--- src/rtl/iob_uart_poll_ctrl_pkg.sv ---
// Shared types and constants for the polled UART controller.
// Latency: n/a (declarations only).
// Backpressure: n/a.
package iob_uart_poll_ctrl_pkg;

    // Controller states: the five init writes first, then the polling loop.
    typedef enum logic [3:0] {
        S_SRST,
        S_SRST_CLR,
        S_DIV,
        S_TXEN,
        S_RXEN,
        S_IDLE,
        S_POLL_RX,
        S_RD_RX,
        S_POLL_TX,
        S_WR_TX
    } state_t;

    // UART register word addresses
    localparam int unsigned REG_SOFTRESET = 0;
    localparam int unsigned REG_DIV       = 1;
    localparam int unsigned REG_TXDATA    = 2;
    localparam int unsigned REG_TXEN      = 3;
    localparam int unsigned REG_TXREADY   = 4;
    localparam int unsigned REG_RXDATA    = 5;
    localparam int unsigned REG_RXEN      = 6;
    localparam int unsigned REG_RXREADY   = 7;

    // Byte strobes: reads, single-byte writes, 16-bit divisor write
    localparam logic [3:0] WSTRB_READ = 4'b0000;
    localparam logic [3:0] WSTRB_BYTE = 4'b0001;
    localparam logic [3:0] WSTRB_HALF = 4'b0011;

    // Round-robin pointer encoding
    localparam logic PRIO_RX = 1'b0;
    localparam logic PRIO_TX = 1'b1;

endpackage

--- src/rtl/iob_uart_poll_ctrl_if.sv ---
// UART register bus between the polling controller (master) and the UART core (slave).
// Latency: n/a (wiring only).
// Backpressure: master holds valid/addr/wdata/wstrb until a cycle with ready.
interface iob_uart_poll_ctrl_if #(
    parameter int DATA_W = 32,
    parameter int ADDR_W = 3
) ();
    logic              uart_valid;
    logic [ADDR_W-1:0] uart_addr;
    logic [DATA_W-1:0] uart_wdata;
    logic [3:0]        uart_wstrb;
    logic [DATA_W-1:0] uart_rdata;
    logic              uart_ready;

    modport master (
        output uart_valid, uart_addr, uart_wdata, uart_wstrb,
        input  uart_rdata, uart_ready
    );

    modport slave (
        input  uart_valid, uart_addr, uart_wdata, uart_wstrb,
        output uart_rdata, uart_ready
    );
endinterface

--- src/rtl/iob_uart_byte_buf.sv ---
// One-entry valid/ready byte register.
// Latency: 1 cycle from accepted input to out_vld_o.
// Backpressure: in_rdy_o low while full; load and drain never share a cycle.
module iob_uart_byte_buf (
    input  logic       clk,
    input  logic       rst,
    input  logic       in_vld_i,
    input  logic [7:0] in_dat_i,
    output logic       in_rdy_o,
    output logic       out_vld_o,
    output logic [7:0] out_dat_o,
    input  logic       out_rdy_i
);
    logic       full_q, full_d;
    logic [7:0] dat_q, dat_d;

    // Fill only when empty, drain only when full, so the two are exclusive.
    always_comb begin
        full_d = full_q;
        dat_d  = dat_q;
        if (!full_q && in_vld_i) begin
            full_d = 1'b1;
            dat_d  = in_dat_i;
        end else if (full_q && out_rdy_i) begin
            full_d = 1'b0;
        end
    end

    // Storage register with synchronous clear.
    always_ff @(posedge clk) begin
        if (rst) begin
            full_q <= 1'b0;
            dat_q  <= 8'h00;
        end else begin
            full_q <= full_d;
            dat_q  <= dat_d;
        end
    end

    assign in_rdy_o  = !full_q;
    assign out_vld_o = full_q;
    assign out_dat_o = dat_q;
endmodule

--- src/rtl/iob_uart_poll_ctrl.sv ---
// Polled UART controller: configures the UART, then moves bytes between tx/rx streams and UART registers.
// Latency: one register access per bus handshake, one dead cycle between accesses.
// Backpressure: tx_ready_o low while the tx byte is pending; polling pauses while rx byte is unread.
// Optional macro UART_POLL_TIMEOUT_EN adds a per-access watchdog that aborts stalled accesses and sets err_o.
module iob_uart_poll_ctrl
    import iob_uart_poll_ctrl_pkg::*;
#(
    parameter int          DATA_W  = 32,
    parameter int          ADDR_W  = 3,
    parameter logic [15:0] DIV     = 16'd100,
    parameter int          TIMEOUT = 1024
) (
    input  logic                 clk,
    input  logic                 rst,
    input  logic                 tx_valid_i,
    input  logic [7:0]           tx_data_i,
    output logic                 tx_ready_o,
    output logic                 rx_valid_o,
    output logic [7:0]           rx_data_o,
    input  logic                 rx_ready_i,
    iob_uart_poll_ctrl_if.master uart,
    output logic                 init_done_o,
    output logic                 err_o
);
    state_t            state_q, state_d;
    logic              gap_q, gap_d;
    logic              init_done_q, init_done_d;
    logic              prio_q, prio_d;

    logic              bus_vld;
    logic              fire;
    logic              wd_expire;
    logic [ADDR_W-1:0] acc_addr;
    logic [DATA_W-1:0] acc_wdata;
    logic [3:0]        acc_wstrb;

    logic              tx_in_rdy, tx_full, tx_drain;
    logic [7:0]        tx_dat;
    logic              rx_in_rdy, rx_load;

    iob_uart_byte_buf u_tx_buf (
        .clk       (clk),
        .rst       (rst),
        .in_vld_i  (tx_valid_i && init_done_q),
        .in_dat_i  (tx_data_i),
        .in_rdy_o  (tx_in_rdy),
        .out_vld_o (tx_full),
        .out_dat_o (tx_dat),
        .out_rdy_i (tx_drain)
    );

    iob_uart_byte_buf u_rx_buf (
        .clk       (clk),
        .rst       (rst),
        .in_vld_i  (rx_load),
        .in_dat_i  (uart.uart_rdata[7:0]),
        .in_rdy_o  (rx_in_rdy),
        .out_vld_o (rx_valid_o),
        .out_dat_o (rx_data_o),
        .out_rdy_i (rx_ready_i)
    );

    assign tx_ready_o  = init_done_q && tx_in_rdy;
    assign init_done_o = init_done_q;

    // Every state except S_IDLE owns one access; gap_q forces the dead cycle after each one.
    assign bus_vld = (state_q != S_IDLE) && !gap_q;
    assign fire    = bus_vld && uart.uart_ready;

    // Register access owned by the current state.
    always_comb begin
        acc_addr  = '0;
        acc_wdata = '0;
        acc_wstrb = WSTRB_READ;
        case (state_q)
            S_SRST: begin
                acc_addr  = ADDR_W'(REG_SOFTRESET);
                acc_wdata = DATA_W'(1);
                acc_wstrb = WSTRB_BYTE;
            end
            S_SRST_CLR: begin
                acc_addr  = ADDR_W'(REG_SOFTRESET);
                acc_wstrb = WSTRB_BYTE;
            end
            S_DIV: begin
                acc_addr  = ADDR_W'(REG_DIV);
                acc_wdata = DATA_W'(DIV);
                acc_wstrb = WSTRB_HALF;
            end
            S_TXEN: begin
                acc_addr  = ADDR_W'(REG_TXEN);
                acc_wdata = DATA_W'(1);
                acc_wstrb = WSTRB_BYTE;
            end
            S_RXEN: begin
                acc_addr  = ADDR_W'(REG_RXEN);
                acc_wdata = DATA_W'(1);
                acc_wstrb = WSTRB_BYTE;
            end
            S_POLL_RX: acc_addr = ADDR_W'(REG_RXREADY);
            S_RD_RX:   acc_addr = ADDR_W'(REG_RXDATA);
            S_POLL_TX: acc_addr = ADDR_W'(REG_TXREADY);
            S_WR_TX: begin
                acc_addr  = ADDR_W'(REG_TXDATA);
                acc_wdata = DATA_W'(tx_dat);
                acc_wstrb = WSTRB_BYTE;
            end
            default: ;
        endcase
    end

    // Bus outputs are zero whenever no access is being offered.
    assign uart.uart_valid = bus_vld;
    assign uart.uart_addr  = bus_vld ? acc_addr  : '0;
    assign uart.uart_wdata = bus_vld ? acc_wdata : '0;
    assign uart.uart_wstrb = bus_vld ? acc_wstrb : WSTRB_READ;

`ifdef UART_POLL_TIMEOUT_EN
    localparam int WD_W = $clog2(TIMEOUT + 1);

    logic [WD_W-1:0] wd_q, wd_d;
    logic            err_q, err_d;
    logic            unused_rdata;

    // Count stalled cycles of the offered access; restart from zero at every new access.
    always_comb begin
        wd_d      = wd_q;
        err_d     = err_q;
        wd_expire = 1'b0;
        if (!bus_vld || fire) begin
            wd_d = '0;
        end else if (wd_q == WD_W'(TIMEOUT - 1)) begin
            wd_d      = '0;
            wd_expire = 1'b1;
            err_d     = 1'b1;
        end else begin
            wd_d = wd_q + 1'b1;
        end
    end

    // Watchdog counter and sticky error flag.
    always_ff @(posedge clk) begin
        if (rst) begin
            wd_q  <= '0;
            err_q <= 1'b0;
        end else begin
            wd_q  <= wd_d;
            err_q <= err_d;
        end
    end

    assign err_o        = err_q;
    assign unused_rdata = ^uart.uart_rdata[DATA_W-1:8];
`else
    logic unused_rdata;

    assign wd_expire    = 1'b0;
    assign err_o        = 1'b0;
    assign unused_rdata = ^{uart.uart_rdata[DATA_W-1:8], (TIMEOUT != 0)};
`endif

    // Next state: init chain, round-robin arbitration in idle, poll/transfer pairs.
    always_comb begin
        state_d     = state_q;
        init_done_d = init_done_q;
        prio_d      = prio_q;
        gap_d       = fire || wd_expire;
        rx_load     = 1'b0;
        tx_drain    = 1'b0;
        if (wd_expire) begin
            // Aborted access: buffers untouched; init states retry themselves.
            state_d = init_done_q ? S_IDLE : state_q;
        end else begin
            case (state_q)
                S_SRST:     if (fire) state_d = S_SRST_CLR;
                S_SRST_CLR: if (fire) state_d = S_DIV;
                S_DIV:      if (fire) state_d = S_TXEN;
                S_TXEN:     if (fire) state_d = S_RXEN;
                S_RXEN: begin
                    if (fire) begin
                        state_d     = S_IDLE;
                        init_done_d = 1'b1;
                    end
                end
                S_IDLE: begin
                    if (rx_in_rdy && (!tx_full || prio_q == PRIO_RX)) begin
                        state_d = S_POLL_RX;
                    end else if (tx_full) begin
                        state_d = S_POLL_TX;
                    end
                end
                S_POLL_RX: begin
                    if (fire) begin
                        prio_d  = !prio_q;
                        state_d = uart.uart_rdata[0] ? S_RD_RX : S_IDLE;
                    end
                end
                S_RD_RX: begin
                    if (fire) begin
                        rx_load = 1'b1;
                        state_d = S_IDLE;
                    end
                end
                S_POLL_TX: begin
                    if (fire) begin
                        prio_d  = !prio_q;
                        state_d = uart.uart_rdata[0] ? S_WR_TX : S_IDLE;
                    end
                end
                S_WR_TX: begin
                    if (fire) begin
                        tx_drain = 1'b1;
                        state_d  = S_IDLE;
                    end
                end
                default: state_d = S_SRST;
            endcase
        end
    end

    // State register; reset restarts the init chain with a dead cycle first.
    always_ff @(posedge clk) begin
        if (rst) begin
            state_q     <= S_SRST;
            gap_q       <= 1'b1;
            init_done_q <= 1'b0;
            prio_q      <= PRIO_RX;
        end else begin
            state_q     <= state_d;
            gap_q       <= gap_d;
            init_done_q <= init_done_d;
            prio_q      <= prio_d;
        end
    end
endmodule

--- src/flat_wrapper.sv ---
// flat-port wrapper written by rule: the top's interface ports become plain ports
module iob_uart_poll_ctrl_flat import iob_uart_poll_ctrl_pkg::*;
#(
    parameter int          DATA_W  = 32,
    parameter int          ADDR_W  = 3,
    parameter logic [15:0] DIV     = 16'd100,
    parameter int          TIMEOUT = 1024
)
  (clk, rst, tx_valid_i, tx_data_i, tx_ready_o, rx_valid_o, rx_data_o, rx_ready_i, init_done_o, err_o, uart_uart_valid, uart_uart_addr, uart_uart_wdata, uart_uart_wstrb, uart_uart_rdata, uart_uart_ready);
  iob_uart_poll_ctrl_if #(.DATA_W(DATA_W), .ADDR_W(ADDR_W)) uart_i ();
  input  logic clk;
  input  logic rst;
  input  logic tx_valid_i;
  input  logic [7:0] tx_data_i;
  output logic tx_ready_o;
  output logic rx_valid_o;
  output logic [7:0] rx_data_o;
  input  logic rx_ready_i;
  output logic init_done_o;
  output logic err_o;
  output wire logic [$bits(uart_i.uart_valid)-1:0] uart_uart_valid;
  output wire logic [$bits(uart_i.uart_addr)-1:0] uart_uart_addr;
  output wire logic [$bits(uart_i.uart_wdata)-1:0] uart_uart_wdata;
  output wire logic [$bits(uart_i.uart_wstrb)-1:0] uart_uart_wstrb;
  input wire logic [$bits(uart_i.uart_rdata)-1:0] uart_uart_rdata;
  input wire logic [$bits(uart_i.uart_ready)-1:0] uart_uart_ready;
  assign uart_uart_valid = uart_i.uart_valid;
  assign uart_uart_addr = uart_i.uart_addr;
  assign uart_uart_wdata = uart_i.uart_wdata;
  assign uart_uart_wstrb = uart_i.uart_wstrb;
  assign uart_i.uart_rdata = uart_uart_rdata;
  assign uart_i.uart_ready = uart_uart_ready;
  iob_uart_poll_ctrl #(.DATA_W(DATA_W), .ADDR_W(ADDR_W), .DIV(DIV), .TIMEOUT(TIMEOUT)) u_core (.clk(clk), .rst(rst), .tx_valid_i(tx_valid_i), .tx_data_i(tx_data_i), .tx_ready_o(tx_ready_o), .rx_valid_o(rx_valid_o), .rx_data_o(rx_data_o), .rx_ready_i(rx_ready_i), .uart(uart_i), .init_done_o(init_done_o), .err_o(err_o));
endmodule
--- config.mk ---
export PLATFORM = sky130hd
export DESIGN_NAME = iob_uart_poll_ctrl_flat
export DESIGN_NICKNAME = d
export VERILOG_FILES = /design/src/rtl/iob_uart_poll_ctrl_pkg.sv /design/src/rtl/iob_uart_poll_ctrl_if.sv /design/src/rtl/iob_uart_byte_buf.sv /design/src/rtl/iob_uart_poll_ctrl.sv /design/src/flat_wrapper.sv
export SDC_FILE = /design/constraint.sdc
export NUM_CORES = 1
export LEC_CHECK = 0
export CORE_MARGIN = 4
export CORE_UTILIZATION = 30
export DETAILED_ROUTE_END_ITERATION = 6
export GPL_TIMING_DRIVEN = 0
export PLACE_DENSITY_LB_ADDON = 0.3
export REMOVE_ABC_BUFFERS = 1
export SKIP_CTS_REPAIR_TIMING = 1
export SLEW_MARGIN = 5
export SYNTH_ARGS = -nofsm -noshare
export SYNTH_HDL_FRONTEND = slang
export SYNTH_SLANG_ARGS = --single-unit
--- constraint.sdc ---
create_clock -name clk -period 1.5 [get_ports clk]
set_input_delay 0.3 -clock clk [delete_from_list [all_inputs] [get_ports clk]]
set_output_delay 0.3 -clock clk [all_outputs]
set_load 0.01 [all_outputs]
==> results of run 1 <==
synthesized netlist by cell type (all sizes together) (2+ instances only):
cell,count
nor4,2
dfxtp,25
nor2,20
nand3,11
a21oi,16
a31oi,2
mux2,2
nor2b,4
buf,36
nand3b,2
a211oi,2
mux2i,8
a21o,5
nand2,11
nor3b,2
inv,3
and2,4
clkbuf,4
nand2b,6
o21ai,4
power groups by stage:
| stage | clock, µW | combinational, µW | sequential [µW] |
|---|---|---|---|
| floorplan | 0 | 65.4 | 696 |
| global placement | 0 | 155 | 700 |
| detailed placement | 0 | 156 | 700 |
| CTS | 426 | 156 | 684 |
| global route | 447 | 210 | 680 |
| finish | 410 | 196 | 678 |
worst max-delay path, stage by stage (launching register included):
cell and delay [ns]:
dfxtp_4 0.42, nor3b_4 0.22, nor3b_4 0.22, buf_4 0.14
buf_6 0.08, a21o_1 0.07, buf_2 0.12
cells in the final DEF (no fill, tap or decap), drive strengths merged, types with 4 or more instances in the layout:
cell type      Yosys  routed
conb               1      27
clkbuf             4       4
mux2i              8       8
nor2              20      20
dlymetal6s2s       0       6
buf               36      49
and2               4       4
a21oi             16      16
nand2b             6       6
nand2             11      11
nand3             11      11
nor2b              4       4
dfxtp             25      25
o21ai              4       4
clkdlybuf4s50      0      26
a21o               5       5
sequential cells by signal, indices dropped and copies added, names as in the netlist:
name	cells
u_core.gap_q	1
u_core.init_done_o	1
u_core.prio_q	1
u_core.state_q	4
u_core.u_rx_buf.out_dat_o	8
u_core.u_rx_buf.out_vld_o	1
u_core.u_tx_buf.out_dat_o	8
u_core.u_tx_buf.out_vld_o	1
worst max path at each step:
| stage | startpoint | end | slack, ns | cells past startpoint |
|---|---|---|---|---|
| 3_5_place_dp | uart_uart_ready | u_core.u_rx_buf.out_dat_o[3]$_SDFFE_PP0P_ | -1.08 | 5 |
| 2_1_floorplan | u_core.state_q[0]$_SDFFE_PP0P_ | u_core.u_rx_buf.out_dat_o[0]$_SDFFE_PP0P_ | -0.45 | 4 |
| 6_report | u_core.state_q[1]$_SDFFE_PP0P_ | uart_uart_wdata[6] | -0.34 | 6 |
| 3_3_place_gp | uart_uart_ready | u_core.u_rx_buf.out_dat_o[6]$_SDFFE_PP0P_ | -1.07 | 5 |
| 4_1_cts | u_core.state_q[2]$_SDFFE_PP0P_ | uart_uart_wdata[4] | -1.34 | 5 |
| 5_1_grt | u_core.state_q[1]$_SDFFE_PP0P_ | uart_uart_wdata[6] | -0.43 | 6 |
per-layer routing:
layer  wire (µm)  track usage [%]  share of wire (%)
met3         379             3.56                8.7
met4          42             1.92               0.96
met5           0                0                  0
met1        1810             14.1                 42
met2        2130             18.3                 49
through the flow:
step,cell area (µm²),hold WS [ns],setup WS [ns],power [µW]
2_1_floorplan,1320,0.369,-0.448,761
3_3_place_gp,1850,0.439,-1.07,856
3_5_place_dp,1850,0.446,-1.08,856
4_1_cts,1900,0.457,-1.34,1270
5_1_grt,2350,0.482,-0.428,1340
6_report,2350,0.458,-0.340,1280
cells by family (layout without fill, tap and decap cells):
| kind of cell | after synthesis | count (layout) | share of synthesized area, % |
|---|---|---|---|
| flops | 25 | 25 | 33.6 |
| buf+inv | 43 | 89 | 19.0 |
| mux | 10 | 10 | 6.89 |
| other cells | 1 | 27 | 0.252 |
| xor+xnor | 1 | 1 | 0.588 |
| compound gates | 35 | 35 | 14.9 |
| simple gates | 69 | 69 | 24.9 |
layout make-up:
type / instances / share of cell area [%]
multi-input cells: 142 / 40.2
repair buffers: 82 / 31.6
flip-flops and latches: 25 / 22.1
well taps: 67 / 3.57
clock buffers: 3 / 1.76
inverters: 3 / 0.640
clock inverters: 1 / 0.213
==> implementation parameters, run 1 <==
Parameter                              Value

Outcome
  Run status ... finished, violations left
  Violations in the final reports ... negative setup slack

Drt
  Pre-antenna DRT Iters ... 4
  Via count ... about 1500
  Remaining routing DRC violations ... 0
  Vias per cell ... 4.66
  Final antenna-violating net count ... 0
  Aggregate routed wire length ... between 4 and 5 mm
  Average wire per standard cell ... approximately 14 µm
  Detailed Route Iter0 Violations ... between 100 and 150

Min path
  Startpoint of the most critical hold path ... u_core.u_tx_buf.out_dat_o[4]$_SDFFE_PP0P_
  Hold-critical path depth ... 2
  Type of the most critical hold path ... flip-flop to flip-flop
  Hold Path Sink ... u_core.u_tx_buf.out_dat_o[4]$_SDFFE_PP0P_

GRT
  Total congestion overflow after global routing ... 0
  Global-route usage over all layers ... 11.0%
  Pin count of the biggest net entering global routing ... 29
  Antenna violations before repair ... 0
  Global-route wire length before repair ... about 5.6 mm
  Number of global-route vias before repair ... around 1200

Clock tree
  Clk root buf ... clkbuf_8
  Clock tree from TritonCTS ... yes
  Clock-pin transition on the worst setup and hold timing paths ... roughly 0.09 ns
  Sink Count ... 25
  Clock buffer depth ... 2
  Clock latency reported for the late side of the worst-skew pair ... 0.27 ns
  Number of clock buffers inserted by TritonCTS ... 3
  H-tree lvl count ... 1

Floorplan
  Starting utilization of the core area ... about a third
  Site Rows ... 25
  Die X-Extent ... a little under 80 µm
  Std-Cell Core Area ... 0.00475 mm²
  Height of the chip ... between 70 and 80 µm
  Number of primary I/O pins ... a little under 100
  Die ar. ... 0.00616 mm²

STA
  Setup TNS Final ... -4.62 ns
  Setup repair after global routing missed its margin ... true
  Final Setup Violations ... 25
  Fmax ... 544 MHz
  Slew HR ... between 20% and 30%
  Min setup slack post-route ... -0.340 ns
  Actual slew at the worst max-slew pin ... 1.07 ns
  Count of pins over their slew limit ... 0
  Final critical-path share of the clock period ... 123%
  Final hold vios ... 0
  Post-Route Skew ... 0.00834 ns
  Final critical delay including setup and external delays ... between 1.5 and 2 ns

Setup path
  R2R Setup Slk ... -0.17 ns
  Crit path max fanout ... 7
  CP Data Required Time ... around 1.2 ns
  Data arrival time of the critical path ... about 1.5 ns
  Critical Path Source Type ... flip-flop
  Worst setup path category ... flip-flop to primary output
  Startpoint of the worst-slack reg-to-reg timing path ... u_core.state_q[1]$_SDFFE_PP0P_
  Category of the worst setup path capture point ... primary output
  Worst Reg2Reg Path Length in Cells ... 5
  Worst flop-to-flop path endpoint ... u_core.state_q[3]$_SDFFE_PP0P_

Final layout
  Sequential cell area ... between 500 and 600 µm²
  Number of inserted filler cells in the final layout ... around 470
  Layout Cells excl Fill ... 323
  Count of antenna diodes in the layout ... 0
  Core Util, Final ... around half
  Ratio of cells with drive above 1 in the final layout ... between 30% and 40%
  Area growth, synth to finish ... 57.5%
  Post-layout net count ... ~300
  Footprint of the multi-input gates ... roughly 940 µm²

Placed design
  DP HPWL ... roughly 2.4 mm
  Port bufs ... 45
  Routability Congestion ... between 0.7 and 0.8
  Cell count after placement ... between 200 and 300

Logic synthesis
  Count of flip-flops with a built-in enable after synthesis ... 0
  Count of synthesis-stage warnings from yosys ... 0
  Post-synth design cell area ... approximately 0.0015 mm²
  Post-synth ARST share ... 0%
  Gate count of the mapped netlist ... 184
  Number of synthesized register bits ... 25
  Fraction of post-synthesis cell area in the top cell type by area ... about a third
  Seq/Total Area, Yosys ... ~34%
  Most area-consuming cells after synthesis ... dfxtp_1 34%, buf_4 15%, mux2i_1 5.4%
  Commonest register cell after synthesis ... dfxtp_1
  Number of distinct library cell variants in the gate-level netlist after synthesis ... 42
  Post-synthesis cell type with the largest combined area ... dfxtp_1
  Synthesized area per cell ... approximately 8.1 µm²

Pwr
  Sw power ... about 340 µW
  Pwr/cell area ... ~550 mW/mm²
  Part of the total power dissipated in sequential elements ... 52.8%
  Internal power ... approximately 940 µW
  Leakage power ... 0.00105 µW
  Clock Power Share ... 31.9%
  Share of total power consumed by net switching ... between 20% and 30%
  Combinational Power Share ... about 15%
  Max VDD drop ... roughly 0.55 mV

Flow run
  Max-cap violations ... 0
(Power assumes the default switching activity.)
==> inputs of run 2 (changes only) <==
CORE_MARGIN = not set   (was 4)
==> implementation parameters, run 2 (synthesis results as in run 1) <==
Parameter                              Value

STA
  Post-Route Skew ... 0.00268 ns (-0.00566 ns)
  Actual slew at the worst max-slew pin ... 1.05 ns (-0.0186 ns)
  Count of pins over their slew limit ... 0 (unchanged)
  Fin Hold WS ... 0.462 ns (+0.00349 ns)
  Fmax ... 545 MHz (+0.21%)
  Final Setup Violations ... 25 (unchanged)
  Final critical-path share of the clock period ... 122% (-0.26 points)
  Setup repair after global routing missed its margin ... true
  Slew HR ... 29.9% (+1.2 points)
  Final hold vios ... 0 (unchanged)
  Min setup slack post-route ... -0.336 ns (+0.00384 ns)
  Setup TNS Final ... -4.60 ns (+0.0262 ns)
  Final critical delay including setup and external delays ... 1.84 ns (-0.00384 ns)

Drt
  Remaining routing DRC violations ... 0 (unchanged)
  Aggregate routed wire length ... 3.95 mm (-9.5%)
  Detailed Route Iter0 Violations ... 140 (+28%)
  Pre-antenna DRT Iters ... 4 (unchanged)
  Vias per cell ... 4.58 (-1.7%)
  Via count ... 1466 (-2.6%)
  Final antenna-violating net count ... 0 (unchanged)
  Average wire per standard cell ... 12.3 µm (-8.6%)

Clock tree
  Clock-pin transition on the worst setup and hold timing paths ... 0.09 ns (about the same)
  Clk root buf ... clkbuf_8
  Clock buffer depth ... 2 (unchanged)
  Sink Count ... 25 (unchanged)
  Clock tree from TritonCTS ... yes
  H-tree lvl count ... 1 (unchanged)
  Number of clock buffers inserted by TritonCTS ... 3 (unchanged)
  Clock latency reported for the late side of the worst-skew pair ... 0.26 ns (about the same)

Outcome
  Violations in the final reports ... negative setup slack
  Run status ... finished, violations left

Min path
  Type of the most critical hold path ... flip-flop to flip-flop
  Startpoint of the most critical hold path ... u_core.u_tx_buf.out_dat_o[2]$_SDFFE_PP0P_
  Hold-critical path depth ... 2 (unchanged)

Setup path
  Worst setup path category ... flip-flop to primary output
  First element of the critical path ... u_core.state_q[2]$_SDFFE_PP0P_
  Data arrival time of the critical path ... 1.54 ns (about the same)
  Startpoint of the worst-slack reg-to-reg timing path ... u_core.state_q[3]$_SDFFE_PP0P_
  Worst Reg2Reg Path Length in Cells ... 6 (+1)
  Critical Path Source Type ... flip-flop
  CP Data Required Time ... 1.20 ns (about the same)
  Crit path max fanout ... 5 (-2)
  Category of the worst setup path capture point ... primary output

Placed design
  Cell count after placement ... 282 (unchanged)
  Pre-CTS setup slack ... -1.04 ns (+0.0441 ns)
  DP HPWL ... 2.15 mm (-11%)
  Routability Congestion ... 0.777 (+8.4%)
  Port bufs ... 45 (unchanged)

Floorplan
  Die ar. ... 0.00525 mm² (-15%)
  Number of primary I/O pins ... 97 (unchanged)
  Std-Cell Core Area ... 0.00475 mm² (unchanged)
  Site Rows ... 25 (unchanged)
  Starting utilization of the core area ... 31.3% (unchanged)
  Height of the chip ... 72.5 µm (-7.6%)
  Die X-Extent ... 72.5 µm (-7.6%)

Final layout
  Count of antenna diodes in the layout ... 0 (unchanged)
  Area growth, synth to finish ... 56.3%
  Layout Cells excl Fill ... 320 (-0.93%)
  Ratio of cells with drive above 1 in the final layout ... 30.4% (-2.8 points)
  Most frequent cells in the layout ... 27 x conb_1, 26 x clkdlybuf4s50_1, 22 x buf_4
  Number of inserted filler cells in the final layout ... 464 (-0.43%)
  Post-layout net count ... 299 (-0.99%)
  Most common cell after layout, fill and taps aside ... conb_1

GRT
  Global-route wire length before repair ... 5.33 mm (-5.3%)
  Pin count of the biggest net entering global routing ... 29 (unchanged)
  Total congestion overflow after global routing ... 0 (unchanged)
  Antenna violations before repair ... 0 (unchanged)
  Number of global-route vias before repair ... 1087 (-7.6%)
  Global-route usage over all layers ... 12.6% (+1.6 points)

Pwr
  Max VDD drop ... 0.364 mV (-34%)
  Leakage power ... 0.00104 µW (-1.1%)
  Pwr/cell area ... 546 mW/mm² (-0.23%)

Flow run
  Max-cap violations ... 0 (unchanged)
-- run 2: layer usage --
metal  share of wire, %  track usage, %
met2                 48            19.0
met5                  0               0
met3                7.6            2.50
met4               0.73            4.58
met1                 44            17.8
-- run 2: report_power, final --
| group | switching [µW] | internal [µW] | total (µW) |
|---|---|---|---|
| logic | 100 | 91.4 | 192 |
| registers | 14.3 | 663 | 678 |
| clock network | 212 | 190 | 402 |
| total | 327 | 945 | 1270 |
-- run 2: cell type report --
type	count	area (µm²)	share of cell area, %
flip-flops and latches	25	518	22.2
inverters	3	15.0	0.645
repair buffers	79	744	32.0
well taps	67	83.8	3.60
multi-input cells	142	922	39.6
clock buffers	4	45.0	1.93
-- run 2: stage by stage --
stage	area (µm²)	power [µW]	utilization, %
2_1_floorplan	1320	761	-
3_3_place_gp	1850	857	38.9
3_5_place_dp	1850	856	38.9
4_1_cts	1900	1260	39.9
5_1_grt	2330	1330	49.0
6_report	2330	1270	49.0
-- run 2: final timing paths --
kind / endpoint / slack (ns)
setup / recovery: uart_uart_wdata[4] / -0.34
hold / removal: u_core.u_tx_buf.out_dat_o[2]$_SDFFE_PP0P_ / 0.46
setup reg to reg: u_core.u_rx_buf.out_dat_o[2]$_SDFFE_PP0P_ / -0.15
hold reg to reg: u_core.u_tx_buf.out_dat_o[2]$_SDFFE_PP0P_ / 0.46
-- run 2: worst max-delay path, cell delays in order (launching register included) --
cell	delay, ns
dfxtp_4	0.37
nor2_4	0.19
nand3_4	0.11
nor2_4	0.17
buf_6	0.12
buf_6	0.08
and2_4	0.13
buf_6	0.09
